## src/rtl/i2c_tgt_pkg.sv

```systemverilog
// Shared types and constants for the i2c_tgt I2C target.
package i2c_tgt_pkg;

  typedef enum logic [3:0] {
    IDLE,
    ADDR,
    ADR_ACK,
    PTR,
    PTR_ACK,
    WDATA,
    WD_ACK,
    RDATA,
    RD_ACK,
    IGNORE
  } state_e;

  localparam logic LP_ACK  = 1'b0;
  localparam logic LP_NACK = 1'b1;

  // 3-input majority vote used by the optional glitch filter.
  function automatic logic maj3(input logic [2:0] v);
    return (v[0] & v[1]) | (v[0] & v[2]) | (v[1] & v[2]);
  endfunction

endpackage

```

## src/rtl/i2c_tgt_sync.sv

```systemverilog
// SCL/SDA input conditioning: 2-FF synchronizer, optional 3-sample majority
// filter (I2C_TGT_FILTER_EN), one-cycle SCL edge flags and START/STOP flags.
module i2c_tgt_sync
  import i2c_tgt_pkg::*;
(
  input  logic clk,
  input  logic rst,
  input  logic scl_i,
  input  logic sda_i,
  output logic sda_o,
  output logic scl_rise_o,
  output logic scl_fall_o,
  output logic start_o,
  output logic stop_o
);

  logic [1:0] scl_ff_q, sda_ff_q;
  logic       scl_lvl, sda_lvl;
  logic       scl_prev_q, sda_prev_q;

  // Two-flop synchronizers; idle bus level is high.
  always_ff @(posedge clk or posedge rst) begin
    if (rst) begin
      scl_ff_q <= '1;
      sda_ff_q <= '1;
    end else begin
      scl_ff_q <= {scl_ff_q[0], scl_i};
      sda_ff_q <= {sda_ff_q[0], sda_i};
    end
  end

`ifdef I2C_TGT_FILTER_EN
  logic [2:0] scl_hist_q, sda_hist_q;
  logic       scl_flt_q, sda_flt_q;

  // Majority over the last three synchronized samples drops 1-clk glitches.
  always_ff @(posedge clk or posedge rst) begin
    if (rst) begin
      scl_hist_q <= '1;
      sda_hist_q <= '1;
      scl_flt_q  <= 1'b1;
      sda_flt_q  <= 1'b1;
    end else begin
      scl_hist_q <= {scl_hist_q[1:0], scl_ff_q[1]};
      sda_hist_q <= {sda_hist_q[1:0], sda_ff_q[1]};
      scl_flt_q  <= maj3(scl_hist_q);
      sda_flt_q  <= maj3(sda_hist_q);
    end
  end

  assign scl_lvl = scl_flt_q;
  assign sda_lvl = sda_flt_q;
`else
  assign scl_lvl = scl_ff_q[1];
  assign sda_lvl = sda_ff_q[1];
`endif

  // Previous conditioned levels for edge detection.
  always_ff @(posedge clk or posedge rst) begin
    if (rst) begin
      scl_prev_q <= 1'b1;
      sda_prev_q <= 1'b1;
    end else begin
      scl_prev_q <= scl_lvl;
      sda_prev_q <= sda_lvl;
    end
  end

  assign sda_o      = sda_lvl;
  assign scl_rise_o = scl_lvl & ~scl_prev_q;
  assign scl_fall_o = ~scl_lvl & scl_prev_q;
  // SCL must be stably high across the SDA transition.
  assign start_o    = sda_prev_q & ~sda_lvl & scl_lvl & scl_prev_q;
  assign stop_o     = ~sda_prev_q & sda_lvl & scl_lvl & scl_prev_q;

endmodule

```

## src/rtl/i2c_tgt.sv

```systemverilog
// I2C target exposing a byte register file with auto-incrementing pointer.
// Register 0 is read-only and returns P_DEVID. Define I2C_TGT_FILTER_EN to
// enable the input glitch filter inside i2c_tgt_sync.
module i2c_tgt
  import i2c_tgt_pkg::*;
#(
  parameter logic [6:0]  P_DEV_ADR  = 7'h53,
  parameter logic [7:0]  P_DEVID    = 8'hE5,
  parameter int unsigned P_REG_NUM  = 64,
  parameter int unsigned P_REG_BITS = $clog2(P_REG_NUM)
) (
  input  logic                  clk,
  input  logic                  rst,
  input  logic                  scl_i,
  input  logic                  sda_i,
  output logic                  sda_oe,
  input  logic                  loc_wr_en,
  input  logic [P_REG_BITS-1:0] loc_wr_adr,
  input  logic [7:0]            loc_wr_dt,
  output logic                  o_wr_stb,
  output logic [P_REG_BITS-1:0] o_wr_adr,
  output logic [7:0]            o_wr_dt,
  output logic                  o_busy
);

  logic sda_lvl, scl_rise, scl_fall, start_flg, stop_flg;

  i2c_tgt_sync u_sync (
    .clk        (clk),
    .rst        (rst),
    .scl_i      (scl_i),
    .sda_i      (sda_i),
    .sda_o      (sda_lvl),
    .scl_rise_o (scl_rise),
    .scl_fall_o (scl_fall),
    .start_o    (start_flg),
    .stop_o     (stop_flg)
  );

  state_e                state_q, state_d;
  logic [2:0]            bitcnt_q, bitcnt_d;
  logic [7:0]            shreg_q, shreg_d;
  logic [P_REG_BITS-1:0] ptr_q, ptr_d;
  logic                  rw_q, rw_d;
  logic                  sda_oe_q, sda_oe_d;
  logic                  busy_q, busy_d;
  logic                  wr_stb_q, wr_stb_d;
  logic [P_REG_BITS-1:0] wr_adr_q, wr_adr_d;
  logic [7:0]            wr_dt_q, wr_dt_d;
  logic [7:0]            regs_q [P_REG_NUM];
  logic [7:0]            byte_in, rd_byte;

  assign byte_in = {shreg_q[6:0], sda_lvl};
  assign rd_byte = (ptr_q == '0) ? P_DEVID : regs_q[ptr_q];

  // Next-state logic. In the *_ACK states sda_oe_q doubles as the phase bit:
  // the first SCL fall starts driving the ACK, the second ends it.
  always_comb begin
    state_d  = state_q;
    bitcnt_d = bitcnt_q;
    shreg_d  = shreg_q;
    ptr_d    = ptr_q;
    rw_d     = rw_q;
    sda_oe_d = sda_oe_q;
    busy_d   = busy_q;
    wr_stb_d = 1'b0;
    wr_adr_d = wr_adr_q;
    wr_dt_d  = wr_dt_q;
    if (stop_flg) begin
      state_d  = IDLE;
      sda_oe_d = 1'b0;
      busy_d   = 1'b0;
    end else if (start_flg) begin
      state_d  = ADDR;
      bitcnt_d = '0;
      sda_oe_d = 1'b0;
    end else begin
      case (state_q)
        ADDR: if (scl_rise) begin
          shreg_d  = byte_in;
          bitcnt_d = bitcnt_q + 3'd1;
          if (bitcnt_q == 3'd7) begin
            if (byte_in[7:1] == P_DEV_ADR) begin
              state_d = ADR_ACK;
              rw_d    = byte_in[0];
            end else begin
              state_d = IGNORE;
              busy_d  = 1'b0;
            end
          end
        end
        PTR: if (scl_rise) begin
          shreg_d  = byte_in;
          bitcnt_d = bitcnt_q + 3'd1;
          if (bitcnt_q == 3'd7) begin
            ptr_d   = byte_in[P_REG_BITS-1:0];
            state_d = PTR_ACK;
          end
        end
        WDATA: if (scl_rise) begin
          shreg_d  = byte_in;
          bitcnt_d = bitcnt_q + 3'd1;
          if (bitcnt_q == 3'd7) begin
            wr_stb_d = 1'b1;
            wr_adr_d = ptr_q;
            wr_dt_d  = byte_in;
            ptr_d    = ptr_q + P_REG_BITS'(1);
            state_d  = WD_ACK;
          end
        end
        ADR_ACK, PTR_ACK, WD_ACK: if (scl_fall) begin
          if (!sda_oe_q) begin
            sda_oe_d = ~LP_ACK;
            if (state_q == ADR_ACK) busy_d = 1'b1;
          end else begin
            sda_oe_d = 1'b0;
            bitcnt_d = '0;
            if (state_q == ADR_ACK && rw_q) begin
              state_d  = RDATA;
              shreg_d  = rd_byte;
              sda_oe_d = ~rd_byte[7];
            end else if (state_q == ADR_ACK) begin
              state_d = PTR;
            end else begin
              state_d = WDATA;
            end
          end
        end
        RDATA: begin
          if (scl_rise) begin
            bitcnt_d = bitcnt_q + 3'd1;
          end else if (scl_fall) begin
            // bitcnt wraps to 0 after the 8th rise
            if (bitcnt_q == 3'd0) begin
              sda_oe_d = 1'b0;
              state_d  = RD_ACK;
            end else begin
              shreg_d  = {shreg_q[6:0], 1'b0};
              sda_oe_d = ~shreg_q[6];
            end
          end
        end
        RD_ACK: begin
          if (scl_rise) begin
            if (sda_lvl == LP_NACK) state_d = IGNORE;
            else                    ptr_d   = ptr_q + P_REG_BITS'(1);
          end else if (scl_fall) begin
            state_d  = RDATA;
            bitcnt_d = '0;
            shreg_d  = rd_byte;
            sda_oe_d = ~rd_byte[7];
          end
        end
        default: ;
      endcase
    end
  end

  // FSM and output registers.
  always_ff @(posedge clk or posedge rst) begin
    if (rst) begin
      state_q  <= IDLE;
      bitcnt_q <= '0;
      shreg_q  <= '0;
      ptr_q    <= '0;
      rw_q     <= 1'b0;
      sda_oe_q <= 1'b0;
      busy_q   <= 1'b0;
      wr_stb_q <= 1'b0;
      wr_adr_q <= '0;
      wr_dt_q  <= '0;
    end else begin
      state_q  <= state_d;
      bitcnt_q <= bitcnt_d;
      shreg_q  <= shreg_d;
      ptr_q    <= ptr_d;
      rw_q     <= rw_d;
      sda_oe_q <= sda_oe_d;
      busy_q   <= busy_d;
      wr_stb_q <= wr_stb_d;
      wr_adr_q <= wr_adr_d;
      wr_dt_q  <= wr_dt_d;
    end
  end

  // Register file; entry 0 is never written, bus write wins a same-address collision.
  always_ff @(posedge clk or posedge rst) begin
    if (rst) begin
      for (int unsigned i = 0; i < P_REG_NUM; i++) regs_q[i] <= '0;
    end else begin
      for (int unsigned i = 1; i < P_REG_NUM; i++) begin
        if (wr_stb_d && wr_adr_d == P_REG_BITS'(i))
          regs_q[i] <= wr_dt_d;
        else if (loc_wr_en && loc_wr_adr == P_REG_BITS'(i))
          regs_q[i] <= loc_wr_dt;
      end
    end
  end

  assign sda_oe   = sda_oe_q;
  assign o_busy   = busy_q;
  assign o_wr_stb = wr_stb_q;
  assign o_wr_adr = wr_adr_q;
  assign o_wr_dt  = wr_dt_q;

endmodule
```

## config.mk

```make
export PLATFORM = sky130hd
export DESIGN_NAME = i2c_tgt
export DESIGN_NICKNAME = d
export VERILOG_FILES = /design/src/rtl/i2c_tgt_pkg.sv /design/src/rtl/i2c_tgt_sync.sv /design/src/rtl/i2c_tgt.sv
export SDC_FILE = /design/constraint.sdc
export NUM_CORES = 1
export LEC_CHECK = 0
export CAP_MARGIN = 25
export CORE_AREA = 4 4 359 361
export CTS_CLUSTER_SIZE = 40
export DETAILED_ROUTE_END_ITERATION = 8
export DIE_AREA = 0 0 363 365
export HOLD_SLACK_MARGIN = 0.03
export PLACE_DENSITY = 0.36
export SETUP_SLACK_MARGIN = 0.1
export SKIP_LAST_GASP = 1
export SLEW_MARGIN = 5
export SYNTH_ARGS = -nofsm -noshare
export SYNTH_HDL_FRONTEND = slang
export SYNTH_SLANG_ARGS = --single-unit
```

## constraint.sdc

```tcl
create_clock -name clk -period 20.4 [get_ports clk]
set_clock_uncertainty 0.1 [all_clocks]
set_input_delay 3.06 -clock clk [delete_from_list [all_inputs] [get_ports clk]]
set_output_delay 3.06 -clock clk [all_outputs]
set_load 0.005 [all_outputs]
```

Word-level counts from Yosys, hierarchy flattened
Index checks and enable logic that the tools add are counted.

Bits in registers: 548. Latch bits: 0. Bits in writable memories: 0. ROM bits: 0. Output and inout port bits: 17. Logic and storage cells: 692. Memories kept: 0.

$add $sub $neg: 2. $mul: 0. Divide/modulo/power cells: 0. Order comparisons: 1. Equal/unequal tests: 178. Shift-type cells: 0. Mux-type cells: 209. Bitwise operators: 17. Reductions and logical operators: 208.

Operator list (number): $mux 8 (134); $eq 6x6->1 const B (64); $eq 6x5->1 const B (32); $logic_and 1x1->1 (127); $reduce_bool 2->1 (63); $eq 6x4->1 const B (16); $mux 4 (17); $mux 6 (11); $mux 7 (9); $ne 4x4->1 const B (13); $bmux 8 s6 (1); $eq 6x3->1 const B (8); $ne 3x3->1 const B (10); $ne 2x2->1 const B (14); $pmux 7 s4 (1); $eq 6x2->1 const B (4); $mux 3 (8); $pmux 4 s6 (1); $mux 1 (23); $pmux 6 s3 (1); $eq 4x3->1 const B (4); $reduce_and 14->1 (1); $eq 6x1->1 const B (2); $reduce_and 12->1 (1); other kinds (30) (50).

Longest topological paths before layout
Gate-level depths: netlist (run 1).

Depth after elaboration: 12. Mapped depth: 12. Depth with buffers taken out: 9.

Hierarchy
Synthesis (run 1) repeated with hierarchy kept, for this count alone.

Cell total of the unflattened synthesis: 2469. Area, all modules: 30729.5 um^2.

Modules (own cells, without submodules): i2c_tgt (instances 1, cells each 2458, area an instance 30535.5 um^2); i2c_tgt_sync (instances 1, cells each 11, area an instance 193.9 um^2).

Worst setup path before layout (run 1)
OpenSTA, ideal clock, no wires.

Path kind: in2reg. From: in loc_wr_adr[2]. To: reg regs_q[167] (netlist name). Setup time: 0.137 ns. Arrival: 4.638 ns. Required time: 20.163 ns. Setup slack: 15.526 ns. Stages on the path: 7. Path through: clkbuf_1 -> nand2b_1 -> or2_2 -> clkbuf_1 -> nor2_1 -> mux2i_1 -> mux2i_1.

Longest elaborated chain between the ends: 3.

Ends and longest elaborated chain: from (decl) (RTL line i2c_tgt.sv:18) `input logic [P_REG_BITS-1:0] loc_wr_adr,`; $eq 6x6->1 (RTL line i2c_tgt.sv:194) `else if (loc_wr_en && loc_wr_adr == P_REG_BITS'(i))`; $logic_and 1x1->1 (RTL line i2c_tgt.sv:194); $reduce_bool 2->1 (no line); to (signal, indexed assignment) (RTL line i2c_tgt.sv:193) `regs_q[i] <= wr_dt_d;`; to (signal, indexed assignment) (RTL line i2c_tgt.sv:195) `regs_q[i] <= loc_wr_dt;`; to (decl) (RTL line i2c_tgt.sv:50) `logic [7:0] regs_q [P_REG_NUM];`.

No other way between the ends. A chain may end at the register's enable or synchronous reset.

==> run_results.csv, run 1 <==
group,metric,value,unit
die,ios,36,
sta,hold_violations,0,
critical_path,crit_arrival,6600,ps
worst_hold_path,whs_path_depth,0,
drt,post_drt_wl_per_cell,30.07,um
drt,viasPerCell,5.189,
critical_path,rrSetupSlack,15180,ps
sta,hold_slack,254.6,ps
global_routing,grt_overflow_total,0,
critical_path,r2r-end,"shreg_q[5]",
global_routing,met3_usage,2.496,%
sta,timing.final.crit_share,29.10,%
die,die_area,0.1325,mm^2
worst_hold_path,min_to,"u_sync.sda_ff_q[1]",
die,initial_utilization,24.85,%
worst_hold_path,min_from,"u_sync.sda_ff_q[0]",
sta,slew_viol_final,0,
logic_synthesis,synth_area,0.03117,mm^2
clock_network,root_buffer,"clkbuf_16",
logic_synthesis,ys_seq_area_share,44.02,%
clock_network,hold_buffers,0,
clock_network,post_cts_resized,0,
sta,setup-tns-final,0,ps
place,pre_cts_ws,12990,ps
critical_path,required,21070,ps
logic_synthesis,synthFlopType,"dfrtp_1",
clock_network,h-tree-depth,3,
logic_synthesis,netlist-cell-type-count,74,
finish,final_cell_mix,"mux2i_1, dfrtp_1, nand2_1, mux4_2, clkbuf_16",
finish,final_nets,2532,
finish,layout.cells.most_common,"mux2i_1",
drt,ant_nets,0,
worst_hold_path,hold_path.class,"reg2reg",
global_routing,grt_util_met2,29.90,%
place,gp_congestion,0.8039,
logic_synthesis,ys_seq_elements,548,
sta,worst_slack,14460,ps
logic_synthesis,async_flop_share,100.0,%
logic_synthesis,syn_area_per_cell,12.44,um^2
sta,fmaxAchievable,168.5,MHz
drt,vias,21829,
sta,min_period,5936,ps
drt,wl,126500,um
global_routing,grtUsageTotal,18.93,%
die,placementRows,130,
finish,fin_util,28.76,%
global_routing,grt_max_degree,110,
logic_synthesis,syn_nets,2533,
critical_path,endpoint_kind,"asynchronous set/reset pin",
logic_synthesis,synth_enable_flop_cells,0,
die,die_x,363,um
die,die_height,365,um
drt,drt_first_iter_violations,1719,
critical_path,startpoint_type,"input port",
global_routing,grt_pass1_wl,181700,um
logic_synthesis,yosysWarnings,8,
clock_network,clkLatencyLatePin,650,ps
place,numPortBuffers,35,
sta,worst-slew-pin-transition,1157,ps
run,max_cap_viol_count,0,
run_status,status,"complete, no violations",
critical_path,crit_type,"in2async",
pwr,power.leakage,17.36,nW
clock_network,cts_setup_buffers,0,
die,core,0.1254,mm^2
sta,rsz0062_at_grt,"no",
sta,maxSlewHeadroom,22.89,%
place,detailed_place_hpwl,80110,um
finish,layout-drive-gt1-share,16.33,%
pwr,irDropWorstVdd,0.05702,mV
clock_network,cts_tree,"built",
drt,drtPass1Iterations,5,
pwr,power_density,105.1,mW/mm^2
drt,drc,0,
logic_synthesis,syn_inst,2506,
global_routing,grt-busiest-layer,"met2",
clock_network,clkTransAtPathRegs,50,ps
clock_network,clock-sinks,548,
global_routing,gr-usage-met1,27.31,%
sta,setup_viol,0,
global_routing,antenna_found_initial,3,
critical_path,crit_fanout,109,
clock_network,clockBufferDepth,3,
clock_network,cts_buffers,73,
global_routing,grt_pass1_vias,22688,
critical_path,rr_startpoint,"ptr_q[0]",
critical_path,rr_worst_depth,9,
finish,area_delta_synth_final,15.73,%
critical path, stage by stage:
cell and delay [ps]:
clkdlybuf4s50_1 520, inv_8 520, buf_4 530, buf_12 310
buf_4 720, buf_4 320, buf_16 290
cell families (layout without fill, tap and decap cells):
| logic type | Yosys count | count (layout) | synth area share (%) |
|---|---|---|---|
| AOI/OAI and AO/OA | 163 | 163 | 3.850 |
| xor gates and xnor gates | 2 | 2 | 0.08031 |
| adders and majority gates | 8 | 8 | 0.3212 |
| buffers and inverters | 224 | 271 | 2.999 |
| DFF | 548 | 548 | 44.02 |
| muxes | 1192 | 1192 | 42.56 |
| other | 0 | 4 | 0 |
| and+or+nand+nor | 369 | 369 | 6.174 |
worst max path at each step:
stage          from           to  slack, ps  depth (start not counted)
2_1_floorplan   rst  bitcnt_q[0]       1930                          1
3_3_place_gp    rst     ptr_q[0]      13090                          5
3_5_place_dp    rst     ptr_q[0]      12990                          5
4_1_cts         rst     ptr_q[0]      13690                          5
5_1_grt         rst  regs_q[418]      14080                          7
6_report        rst  regs_q[418]      14460                          7
metrics by stage:
stage                     cells  cell area, um^2  total power, mW
after global routing       4203            36060            3.956
after detailed placement   4071            33550            2.493
after global placement     4057            33400            2.476
final                      4207            36070            3.790
after CTS                  4194            35930            3.832
after floorplan            2506            31170            2.052
where the power goes:
| group | leakage (nW) | internal [mW] | switching, mW |
|---|---|---|---|
| Clock | 1.18 | 0.790 | 0.522 |
| Sequential | 5.95 | 1.24 | 0.136 |
| Combinational | 10.2 | 0.442 | 0.661 |
sequential cells by signal, indices dropped and copies added, names as in the netlist:
register,count
o_busy,1
o_wr_adr,6
u_sync.scl_ff_q,2
regs_q,504
u_sync.scl_prev_q,1
rw_q,1
u_sync.sda_ff_q,2
bitcnt_q,3
state_q,4
o_wr_stb,1
ptr_q,6
o_wr_dt,8
shreg_q,7
u_sync.sda_prev_q,1
sda_oe,1
synthesized netlist by cell type, types with 4 or more instances:
cell / number / share of area, %
mux2i_1: 1063 / 34
dfrtp_1: 542 / 44
clkbuf_1: 152 / 1.8
nand2_1: 112 / 1.3
mux4_2: 103 / 7.4
nor2_1: 63 / 0.76
nand3_1: 28 / 0.45
nor3_1: 26 / 0.42
mux2_2: 25 / 0.90
nor2b_1: 23 / 0.46
inv_1: 22 / 0.26
buf_2: 21 / 0.34
a21oi_1: 19 / 0.31
o21ai_0: 18 / 0.29
nand2b_1: 17 / 0.34
nand2_2: 16 / 0.32
a22oi_1: 15 / 0.36
buf_1: 13 / 0.16
buf_4: 12 / 0.29
nor2_2: 12 / 0.24
a211oi_1: 11 / 0.26
a221oi_1: 11 / 0.31
and2_1: 11 / 0.22
or2_2: 10 / 0.20
a31oi_1: 9 / 0.18
o211ai_1: 9 / 0.22
a2111oi_0: 8 / 0.22
ha_1: 8 / 0.32
nand3b_1: 8 / 0.19
nand4_1: 8 / 0.16
nor3b_1: 8 / 0.19
o22ai_1: 8 / 0.16
and3_1: 7 / 0.14
dfstp_2: 6 / 0.51
o221ai_1: 5 / 0.14
o22a_1: 5 / 0.14
o311ai_0: 5 / 0.14
a22o_1: 4 / 0.11
o21a_1: 4 / 0.096
area by class of cell:
type | count | area (um^2)
sequential | 548 | 13730
clock buffer | 106 | 2188
clock inverter | 17 | 191.4
timing repair buffer | 125 | 1097
tap | 1650 | 2064
inverter | 23 | 93.84
multi-input combinational | 1734 | 16690
fill | 12653 | 89340
antenna | 4 | 10.01
routing by layer:
layer | share of wire [%] | wire (um)
met5 | 0 | 0
met3 | 4.3 | 5498
met2 | 45 | 57510
met4 | 2.4 | 2991
met1 | 48 | 60500
Power figures use the tool's default switching activity.
==> run 2, diff against run 1 <==
- PLACE_DENSITY: 0.36 -> 0.38
- clock period: 20.4 -> 5.1 ns (I/O delays scaled with it)
==> run_results.csv, run 2 (synthesized netlist as in run 1, its figures left out) <==
group,metric,value,unit
worst_hold_path,whs_path_depth,0,
global_routing,grt_pass1_vias,23176,
pwr,power.leakage,17.58,nW
clock_network,cts_setup_buffers,0,
drt,wl,127500,um
finish,final_cell_mix,"mux2i_1, dfrtp_1, nand2_1, buf_4, mux4_2",
sta,setup_viol,0,
place,numPortBuffers,35,
drt,drtPass1Iterations,5,
die,placementRows,130,
worst_hold_path,min_from,"u_sync.scl_ff_q[0]",
sta,fmaxAchievable,249.6,MHz
sta,timing.final.crit_share,78.56,%
place,detailed_place_hpwl,84050,um
drt,viasPerCell,5.150,
global_routing,grt_max_degree,139,
critical_path,rr_worst_depth,7,
clock_network,hold_buffers,0,
sta,maxSlewHeadroom,27.43,%
sta,hold_violations,0,
pwr,p_seq_share,36.6,%
global_routing,antenna_found_initial,5,
critical_path,path_buf_inv,1,
place,pre_cts_ws,1203,ps
clock_network,root_buffer,"clkbuf_16",
clock_network,cts_tree,"built",
sta,slew_viol_final,0,
sta,worst-slew-pin-transition,1089,ps
global_routing,grtUsageTotal,19.08,%
drt,post_drt_wl_per_cell,29.99,um
pwr,power.internal,9.992,mW
finish,layout-drive-gt1-share,17.61,%
pwr,power_frac_comb,28.7,%
critical_path,required,5560,ps
place,gp_congestion,0.8250,
drt,drc,0,
clock_network,post_cts_resized,0,
clock_network,clkTransAtPathRegs,60,ps
finish,final_nets,2570,
finish,area_delta_synth_final,16.92,%
drt,ant_nets,0,
die,ios,36,
finish,stdcell_area,0.03644,mm^2
critical_path,rrSetupSlack,1090,ps
critical_path,crit_top_cell,"mux2i_1",
die,die_height,365,um
sta,rsz0062_at_grt,"no",
critical_path,crit_slowest_cell,"o31ai_4",
run_status,status,"complete, no violations",
critical_path,rr_startpoint,"u_sync.scl_ff_q[1]",
finish,num-fill-cells,12679,
finish,seq_area,0.01373,mm^2
finish,fin_util,29.06,%
worst_hold_path,hold_path.class,"reg2reg",
clock_network,clkLatencyLatePin,660,ps
critical_path,crit_type,"reg2reg",
critical_path,crit_fanout,12,
pwr,p_sw,5.313,mW
critical_path,r2r-end,"regs_q[31]",
critical_path,path_cells,"ha_1, o21ai_0, mux2i_1, o31ai_4, buf_4, and3_1, mux2i_1",
pwr,irDropWorstVdd,0.2104,mV
place,place_area,0.03399,mm^2
sta,min_period,4007,ps
die,initial_utilization,24.85,%
critical_path,crit_arrival,4470,ps
finish,multiInputGateArea,0.01668,mm^2
critical_path,slowest_delay,910,ps
finish,largest_reg_flops,504,
clock_network,clockBufferDepth,3,
pwr,p_sw_share,34.71,%
clock_network,clock-sinks,548,
sta,worst_slack,1093,ps
die,core,0.1254,mm^2
die,die_x,363,um
finish,layout.cells.most_common,"mux2i_1",
critical_path,startpoint_type,"register",
global_routing,grt_pass1_wl,182500,um
pwr,clkPwrFrac,34.7,%
critical_path,endpoint_kind,"register",
die,die_area,0.1325,mm^2
pwr,power_density,420.0,mW/mm^2
clock_network,cts_buffers,72,
drt,vias,21904,
global_routing,grt_overflow_total,0,
clock_network,h-tree-depth,3,
run,max_cap_viol_count,0,
critical_path,cp_top_family,"compound AO/OA/AOI/OAI gates",
worst_hold_path,min_to,"u_sync.scl_ff_q[1]",
drt,drt_first_iter_violations,1448,
finish,largest_register,"regs_q",
## run 2: area by class of cell
cell class	instances	area share, %
multi-input cells	1734	45.77
flip-flops and latches	548	37.68
clock buffers	118	6.232
well taps	1650	5.665
repair buffers	164	3.966
clock inverters	14	0.4258
inverters	23	0.2472
diodes	2	0.01373
## run 2: metrics by stage
| step | hold WS, ps | power, mW | instances | setup TNS, ps |
|---|---|---|---|---|
| after global routing | 262.6 | 15.96 | 4251 | 0 |
| after floorplan | 245.2 | 8.211 | 2506 | -1749820 |
| after detailed placement | 250.4 | 10.05 | 4116 | 0 |
| after global placement | 253.1 | 9.993 | 4109 | 0 |
| final | 258.1 | 15.31 | 4253 | 0 |
| after CTS | 261.3 | 15.46 | 4248 | 0 |
## run 2: per-layer routing
layer  global-route usage [%]  up-vias  routed length (um)
li1                         -     9412                   -
met1                    26.29    11728               58650
met2                    30.44      602               58220
met3                    3.930      160                7418
met4                    5.292        2                3241
met5                        0        -                  13
## run 2: power by group through the flow
stage,Clock [mW],Combinational (mW),Sequential (mW)
2_1_floorplan,0,2.95,5.26
3_3_place_gp,0,4.35,5.65
3_5_place_dp,0,4.40,5.66
4_1_cts,5.46,4.41,5.59
5_1_grt,5.63,4.66,5.67
6_report,5.31,4.40,5.60
## run 2: worst max-delay path by stage
stage,from,depth (start not counted),slack (ps),endpoint
after floorplan,rst,1,-3220,bitcnt_q[0]
after global placement,u_sync.scl_ff_q[1],6,1000,regs_q[495]
after detailed placement,u_sync.scl_ff_q[1],7,1200,regs_q[31]
after CTS,u_sync.scl_ff_q[1],7,1180,regs_q[25]
after global routing,u_sync.scl_ff_q[1],7,990,regs_q[26]
final,u_sync.scl_ff_q[1],7,1090,regs_q[31]
